[src/rtl/uvc_payload_tx.sv]
// uvc_payload_tx
//   Reader side of the video FIFO. Each USB microframe (SOF rising edge seen
//   while idle and with data available) produces one UVC payload packet:
//   a 12-byte payload header (HLE, BFH, PTS, SCR) followed by up to
//   PAYLOAD_SIZE-12 pixel bytes taken from a show-ahead FIFO. Frame
//   boundaries are tracked here, and EOF is set in the header of the packet
//   that completes a frame.
//
// Ports
//   CLK_I         clock
//   RST_I         synchronous, active-high reset
//   SOF_I         SOF level from the USB device controller (rising edge used)
//   FRAME_I[7:0]  frame info from the generator, bit0 = FID
//   PTS_I[31:0]   presentation timestamp from the generator
//   FIFO_DATA_I   FIFO head byte (valid while FIFO_EMPTY_I = 0)
//   FIFO_EMPTY_I  FIFO empty
//   FIFO_RD_O     pop the FIFO head this cycle
//   EP_READY_I    endpoint accepts a byte this cycle
//   EP_DATA_O     packet byte
//   EP_VALID_O    EP_DATA_O valid
//   EP_LAST_O     EP_DATA_O is the final byte of the packet
module uvc_payload_tx #(
  parameter int unsigned PAYLOAD_SIZE = 1024,
  parameter int unsigned FRAME_SIZE   = 307200
) (
  input  logic        CLK_I,
  input  logic        RST_I,
  input  logic        SOF_I,
  input  logic [7:0]  FRAME_I,
  input  logic [31:0] PTS_I,
  input  logic [7:0]  FIFO_DATA_I,
  input  logic        FIFO_EMPTY_I,
  output logic        FIFO_RD_O,
  input  logic        EP_READY_I,
  output logic [7:0]  EP_DATA_O,
  output logic        EP_VALID_O,
  output logic        EP_LAST_O
);

  localparam int unsigned DATA_MAX = PAYLOAD_SIZE - 12;

  typedef enum logic [1:0] {
    IDLE,
    HDR,
    DATA
  } state_t;

  state_t      state_q, state_d;

  logic        sof_d0, sof_d1, sof_rise;
  logic [31:0] stc_q;
  logic [2:0]  sof_sub_q;
  logic [10:0] sof_cnt_q;
  logic [31:0] frame_cnt_q;

  logic [95:0] hdr_sr_q;
  logic [3:0]  hdr_idx_q;
  logic [15:0] data_cnt_q;
  logic [15:0] len_q;
  logic        eof_q;

  logic [31:0] remain;
  logic [15:0] len_calc;
  logic        eof_calc;
  logic        data_avail;
  logic        data_last;

  logic        unused_frame;
  assign unused_frame = ^FRAME_I[7:1];

  // Length of the next packet's data section and whether it closes the frame.
  always_comb begin
    remain = 32'(FRAME_SIZE) - frame_cnt_q;
    if (remain < 32'(DATA_MAX)) begin
      len_calc = remain[15:0];
    end else begin
      len_calc = 16'(DATA_MAX);
    end
    eof_calc = (frame_cnt_q + 32'(len_calc)) == 32'(FRAME_SIZE);
  end

  assign data_avail = ~FIFO_EMPTY_I;
  assign data_last  = (data_cnt_q == len_q - 16'd1);

  // Next state and outputs. Header bytes come from a register; data bytes are
  // a combinational pass-through of the FIFO head.
  always_comb begin
    state_d    = state_q;
    EP_VALID_O = 1'b0;
    EP_DATA_O  = '0;
    EP_LAST_O  = 1'b0;
    FIFO_RD_O  = 1'b0;
    case (state_q)
      IDLE: begin
        if (sof_rise && data_avail) begin
          state_d = HDR;
        end
      end
      HDR: begin
        EP_VALID_O = 1'b1;
        EP_DATA_O  = hdr_sr_q[7:0];
        if (EP_READY_I && hdr_idx_q == 4'd11) begin
          state_d = DATA;
        end
      end
      DATA: begin
        EP_VALID_O = data_avail;
        EP_DATA_O  = FIFO_DATA_I;
        EP_LAST_O  = data_avail & data_last;
        FIFO_RD_O  = data_avail & EP_READY_I;
        if (data_avail && EP_READY_I && data_last) begin
          state_d = IDLE;
        end
      end
      default: state_d = IDLE;
    endcase
  end

  always_ff @(posedge CLK_I) begin
    if (RST_I) begin
      state_q     <= IDLE;
      sof_d0      <= 1'b0;
      sof_d1      <= 1'b0;
      sof_rise    <= 1'b0;
      stc_q       <= '0;
      sof_sub_q   <= '0;
      sof_cnt_q   <= '0;
      frame_cnt_q <= '0;
      hdr_sr_q    <= '0;
      hdr_idx_q   <= '0;
      data_cnt_q  <= '0;
      len_q       <= '0;
      eof_q       <= 1'b0;
    end else begin
      state_q <= state_d;

      // Edge detect is registered so the first header byte appears two
      // clocks after SOF_I is first sampled high.
      sof_d0   <= SOF_I;
      sof_d1   <= sof_d0;
      sof_rise <= sof_d0 & ~sof_d1;

      stc_q <= stc_q + 32'd1;

      if (sof_rise) begin
        sof_sub_q <= sof_sub_q + 3'd1;
        if (sof_sub_q == 3'd7) begin
          sof_cnt_q <= sof_cnt_q + 11'd1;
        end
      end

      case (state_q)
        IDLE: begin
          if (sof_rise && data_avail) begin
            // Whole header latched at once, byte 0 in the low byte, shifted
            // out one byte per transfer.
            hdr_sr_q   <= {5'b0, sof_cnt_q,
                           stc_q,
                           PTS_I,
                           8'h8C | {6'b0, eof_calc, FRAME_I[0]},
                           8'h0C};
            hdr_idx_q  <= '0;
            data_cnt_q <= '0;
            len_q      <= len_calc;
            eof_q      <= eof_calc;
          end
        end
        HDR: begin
          if (EP_READY_I) begin
            hdr_sr_q  <= {8'h00, hdr_sr_q[95:8]};
            hdr_idx_q <= hdr_idx_q + 4'd1;
          end
        end
        DATA: begin
          if (data_avail && EP_READY_I) begin
            data_cnt_q <= data_cnt_q + 16'd1;
            if (data_last) begin
              frame_cnt_q <= eof_q ? '0 : frame_cnt_q + 32'(len_q);
            end
          end
        end
        default: ;
      endcase
    end
  end

endmodule

[config.mk]
export PLATFORM = sky130hd
export DESIGN_NAME = uvc_payload_tx
export DESIGN_NICKNAME = d
export VERILOG_FILES = /design/src/rtl/uvc_payload_tx.sv
export SDC_FILE = /design/constraint.sdc
export NUM_CORES = 1
export LEC_CHECK = 0
export CAP_MARGIN = 20
export CORE_UTILIZATION = 55
export CTS_BUF_LIST = sky130_fd_sc_hd__clkbuf_16
export CTS_CLUSTER_SIZE = 14
export DETAILED_ROUTE_END_ITERATION = 8
export GPL_ROUTABILITY_DRIVEN = 0
export HOLD_SLACK_MARGIN = 0.05
export PLACE_DENSITY = 0.77
export SYNTH_ARGS = -nofsm -noshare
export SYNTH_HDL_FRONTEND = slang
export SYNTH_SLANG_ARGS = --single-unit
[constraint.sdc]
create_clock -name CLK_I -period 5 [get_ports CLK_I]
set_input_delay 1 -clock CLK_I [delete_from_list [all_inputs] [get_ports CLK_I]]
set_output_delay 1 -clock CLK_I [all_outputs]
set_load 0.03 [all_outputs]
==> impl_metrics.toml, run 1 <==
[global_route]
grt_use_total_pct = 27.8
grt_pass1_vias = 11614
grt_antenna_before_repair = 0
grt_overflow = 0
grt_start_max_net_pins = 93
grt_pass1_wl_um = 55000

[power]
p_int_mw = 2.96
p_leak_nw = 5.53
clkPwrFrac_pct = 39.8
peakVddDrop_v = 0.000259
p_sw_share_pct = 26.7
p_comb_share_pct = 13.7
powerDensity_nw_per_um2 = 266
finalPower_mw = 4.03
p_switching_mw = 1.07
power_frac_seq_pct = 46.4

[timing]
timing.fmax_mhz = 181
rsz0062_at_grt = "yes"
fin_ws_ps = -520
setup_tns_ps = -1010
finalClockSkew_ps = 28.3
hold_viol_final = 0
finalSetupViolCount = 2
relSlewSlack_pct = 34.2
holdWs_ps = 379
period_share_pct = 110
final_max_slew_viol_count = 0
layout_min_cycle_time_ps = 5520
tightest_slew_ps = 988

[final_layout]
nets = 1766
drive_gt1_share_pct = 13.5
synthToLayoutAreaGrowth_pct = 19.5
final_cells = 1979
fin_util_pct = 66.9
design_area_um2 = 15100
antenna_cells = 0
fillers = 1842

[logic_synthesis]
avgSynthCellArea_um2 = 8.10
synth-simple-area-share_pct = 24.4
yosys.area.top_type = "dfxtp_1"
synth_compound_area_share_pct = 19.0
ys_top_cells_by_area = "dfxtp_1, mux2i_1, nor2_1"
seq_area_frac_synth_pct = 33.3
async_flop_share_pct = 0
synth_area_um2 = 12700
synthMuxAreaShare_pct = 7.77
synth_top_area_share_pct = 33.3
yosysWarningCount = 0
ys_seq_elements = 211
ys_types = 84
synth_commonest_cells = "nor2_1, dfxtp_1, nand2_1"
synth_xor_area_share_pct = 7.67
synth_cells = 1564
ys.flop_type = "dfxtp_1"
synth_top_family_by_area = "simple AND/OR/NAND/NOR gates"
post-synth-top-count-cell = "nor2_1"
synth_enable_flop_cells = 0
synth-adder-area-share_pct = 3.42

[critical_path]
start_kind = "flip-flop"
crit_type = "reg -> reg"
cp_max_fo = 6
critPathArrivalTime_ps = 5950
crit_path_end_kind = "flip-flop"
critPathRequiredTime_ps = 5430

[clock_tree]
holdBufCountCts = 0
root_buffer = "clkbuf_16"
clkSinkCount = 211
h-tree-depth = 1
cts_buffers = 24
cts_buffer_depth = 3
clock_latency_ps = 540
cts_tree = "yes"
clkSlewWorstSetupHoldPaths_ps = 60

[route]
wl_per_cell_um = 16.8
dr.pass1.iters = 7
first_iter_violations = 916
drc = 0
num_vias = 12048
drt-total-wl_um = 33300
via_per_inst = 6.09
ant_nets = 0

[die]
io_pins = 64
die_h_um = 154
dieArea_um2 = 23600
coreArea_um2 = 22600
die_x_um = 154
start_util_pct = 56.0
num_rows = 55

[status]
violations = "setup timing"
status = "complete, but fails checks"

[placement]
post-dp-hpwl_um = 23400
dp_cells = 1931
place_ws_ps = -698
io_buffer_count = 56
place_area_um2 = 14200

[hold_path]
hold_path.class = "reg -> reg"

[job]
maxCapViolCount = 0
## flip-flops by register name, indices dropped and copies added (netlist names), 2 cells and up
| signal | flops |
|---|---|
| stc_q | 32 |
| hdr_idx_q | 4 |
| state_q | 2 |
| sof_cnt_q | 11 |
| sof_sub_q | 3 |
| len_q | 16 |
| frame_cnt_q | 32 |
| data_cnt_q | 16 |
| hdr_sr_q | 91 |
## cell type report
type / count / area [um2] / area share, %
Timing Repair Buffer: 194 / 1600 / 10.5
Sequential cell: 211 / 4230 / 27.9
Inverter: 33 / 124 / 0.818
Tap cell: 285 / 357 / 2.35
Clock inverter: 17 / 123 / 0.810
Multi-Input combinational cell: 1215 / 8120 / 53.6
Clock buffer: 24 / 601 / 3.97
## kinds of logic (layout without fill, tap and decap cells)
| group | Yosys count | after routing |
|---|---|---|
| compound gates | 343 | 343 |
| xor+xnor | 111 | 111 |
| fa+ha+maj | 34 | 34 |
| buf+inv | 139 | 268 |
| flops | 211 | 211 |
| mux | 98 | 98 |
| other cells | 1 | 2 |
| simple gates | 627 | 627 |
## critical path, stage by stage (launching register included)
cell and delay [ps]:
dfxtp_2 310, or4_4 530, or4_4 560, a211o_1 330
a21o_1 200, and2_1 130, or4b_4 570, nor2_4 150
nand2_2 70, ha_4 310, a21o_1 140, nand2_1 90
a2111oi_4 310, nor2_2 110, o21a_2 270, or3_1 350
nand4_1 110, nand4_1 180, nor4_4 350, o2111ai_2 200
o22ai_1 170
## path summary, 6_finish.rpt
path	start	end	slack, ps	cells past startpoint
max	frame_cnt_q[8]	hdr_sr_q[9]	-520	20
min	sof_d1	sof_rise	380	1
max reg2reg	frame_cnt_q[8]	hdr_sr_q[9]	-520	20
min reg2reg	sof_d1	sof_rise	380	1
## routing by layer
layer / vias to the layer above / track usage (%) / wire [um]
met5: - / 0 / 0
met1: 5667 / 34.8 / 14300
met2: 397 / 48.7 / 16100
li1: 5891 / - / -
met3: 93 / 3.07 / 1700
met4: 0 / 11.2 / 1140
## cells in the final DEF (no fill, tap or decap), types with 38 or more instances in the layout
master / instances
mux2i_1: 94
buf_4: 137
nand2_1: 97
xnor2_1: 62
a211oi_1: 75
nand3_1: 58
nor2_1: 228
dfxtp_1: 209
clkdlybuf4s50_1: 55
a21oi_1: 69
nor3_1: 47
inv_1: 38
xor2_1: 49
## power by group through the flow
stage / registers [mW] / logic (mW) / clock network, mW
floorplan: 1.88 / 0.427 / 0
detailed placement: 1.91 / 0.548 / 0
finish: 1.87 / 0.554 / 1.61
global route: 1.89 / 0.619 / 1.70
CTS: 1.87 / 0.553 / 1.63
global placement: 1.90 / 0.532 / 0
## what timing repair did
| action | 4_1_cts | 5_1_grt |
|---|---|---|
| setup endpoints to repair | 2 | 2 |
| gates resized for setup | 15 | 16 |
| setup buffers | 2 | 2 |
| pin swaps | 7 | 7 |
No activity file was read; power rests on OpenSTA's default activity.
==> inputs of run 2 (changes only) <==
--- a/config.mk
+++ b/config.mk
@@ -13,6 +13,7 @@
 export GPL_ROUTABILITY_DRIVEN = 0
 export HOLD_SLACK_MARGIN = 0.05
 export PLACE_DENSITY = 0.77
+export SKIP_LAST_GASP = 1
 export SYNTH_ARGS = -nofsm -noshare
 export SYNTH_HDL_FRONTEND = slang
 export SYNTH_SLANG_ARGS = --single-unit
==> results of run 2 <==
Final layout, timing and power as in run 1 (identical DEF).
==> inputs of run 3 (changes only) <==
--- a/config.mk
+++ b/config.mk
@@ -5,7 +5,6 @@
 export SDC_FILE = /design/constraint.sdc
 export NUM_CORES = 1
 export LEC_CHECK = 0
-export CAP_MARGIN = 20
 export CORE_UTILIZATION = 55
 export CTS_BUF_LIST = sky130_fd_sc_hd__clkbuf_16
 export CTS_CLUSTER_SIZE = 14
==> impl_metrics.toml, run 3 (synthesis gave the netlist of run 1 again) <==
[global_route]
grt_use_total_pct = 27.8
grt_pass1_wl_um = 55000
grt_start_max_net_pins = 93
grt_pass1_vias = 11614
grt_antenna_before_repair = 0
grt_overflow = 0

[die]
die_x_um = 154
io_pins = 64
die_h_um = 154
start_util_pct = 56.0
num_rows = 55
coreArea_um2 = 22600
dieArea_um2 = 23600

[clock_tree]
clock_latency_ps = 530
cts_buffers = 24
cts_buffer_depth = 3
h-tree-depth = 1
clkSlewWorstSetupHoldPaths_ps = 60
root_buffer = "clkbuf_16"
clkSinkCount = 211
cts_tree = "yes"

[final_layout]
nets = 1763
synthToLayoutAreaGrowth_pct = 19.4
drive_gt1_share_pct = 13.4
mostFrequentLayoutCell = "nor2_1"
largest_register = "hdr_sr_q"
design_area_um2 = 15100
largest_registers = "hdr_sr_q (91), frame_cnt_q (32), stc_q (32)"
antenna_cells = 0
largest_reg_flops = 91
layout_common_cells = "nor2_1, dfxtp_1, buf_4, nand2_1, mux2i_1"
final_cells = 1976

[critical_path]
start_kind = "flip-flop"
rr_worst_depth = 20
critPathRequiredTime_ps = 5430
crit_type = "reg -> reg"
critPathArrivalTime_ps = 5940
cp_cell_sequence = "or4_4, or4_4, a211o_1, a21o_1, and2_1, or4b_4, nor2_4, nand2_2, ha_4, a21o_1, nand2_1, a2111oi_4, nor2_2, o21a_2, or3_1, nand4_1, nand4_1, nor4_4, o2111ai_2, o22ai_1"
crit_path_end_kind = "flip-flop"
cp_top_family = "simple AND/OR/NAND/NOR gates"
critical_path_cell_count = 20
worst-path-buf-inv = 0
cp_max_fo = 6
max_stage_delay_ps = 570
crit_slowest_cell = "or4b_4"

[placement]
io_buffer_count = 56
place_area_um2 = 14200
post-dp-hpwl_um = 23400
dp_cells = 1931

[route]
drc = 0
dr.pass1.iters = 6
ant_nets = 0
num_vias = 12057
wl_per_cell_um = 16.8
drt-total-wl_um = 33300
first_iter_violations = 855
via_per_inst = 6.10

[power]
finalPower_mw = 4.03
peakVddDrop_v = 0.000260
powerDensity_nw_per_um2 = 266
p_leak_nw = 5.52

[timing]
relSlewSlack_pct = 19.9
hold_viol_final = 0
finalSetupViolCount = 2
tightest_slew_ps = 1200
final_max_slew_viol_count = 0
fin_ws_ps = -513
period_share_pct = 110
setup_tns_ps = -1000
timing.fmax_mhz = 181
layout_min_cycle_time_ps = 5510
rsz0062_at_grt = "yes"
holdWs_ps = 379
finalClockSkew_ps = 28.8

[hold_path]
hold_path.class = "reg -> reg"
hold_depth = 1

[job]
maxCapViolCount = 0

[status]
violations = "setup timing"
status = "complete, but fails checks"
run 3: per-layer routing:
| metal | wire [um] | vias to the layer above | track usage, % |
|---|---|---|---|
| met2 | 16200 | 397 | 48.7 |
| met5 | 0 | - | 0 |
| met1 | 14200 | 5688 | 34.8 |
| li1 | - | 5887 | - |
| met4 | 1090 | 0 | 11.2 |
| met3 | 1740 | 85 | 3.07 |
run 3: repair_timing:
action | CTS | global route
setup buffers | 2 | 2
setup endpoints to repair | 2 | 5
gates resized for setup | 15 | 17
pin swaps | 7 | 7
hold buffers | 0 | 0
run 3: power breakdown:
| part | switching [mW] | internal [mW] | total (mW) |
|---|---|---|---|
| Combinational | 0.319 | 0.234 | 0.553 |
| Clock | 0.684 | 0.922 | 1.61 |
| Sequential | 0.0711 | 1.80 | 1.87 |
| Total | 1.07 | 2.96 | 4.03 |
run 3: worst paths after layout:
kind         slack [ps]      startpoint          end
max reg2reg        -510  frame_cnt_q[8]  hdr_sr_q[9]
min reg2reg         380          sof_d1     sof_rise
max                -510  frame_cnt_q[8]  hdr_sr_q[9]
min                 380          sof_d1     sof_rise
run 3: through the flow:
step	setup WS [ps]	utilization (%)
2_1_floorplan	-359	-
6_report	-513	66.8
3_3_place_gp	-615	62.8
3_5_place_dp	-698	62.8
5_1_grt	-675	66.8
4_1_cts	-539	66.4
run 3: area by class of cell:
class | count | area (um2)
tap | 285 | 357
clock buffer | 24 | 601
clock inverter | 17 | 123
multi-input combinational | 1215 | 8120
inverter | 33 | 124
timing repair buffer | 191 | 1570
fill | 1842 | 7520
sequential | 211 | 4230
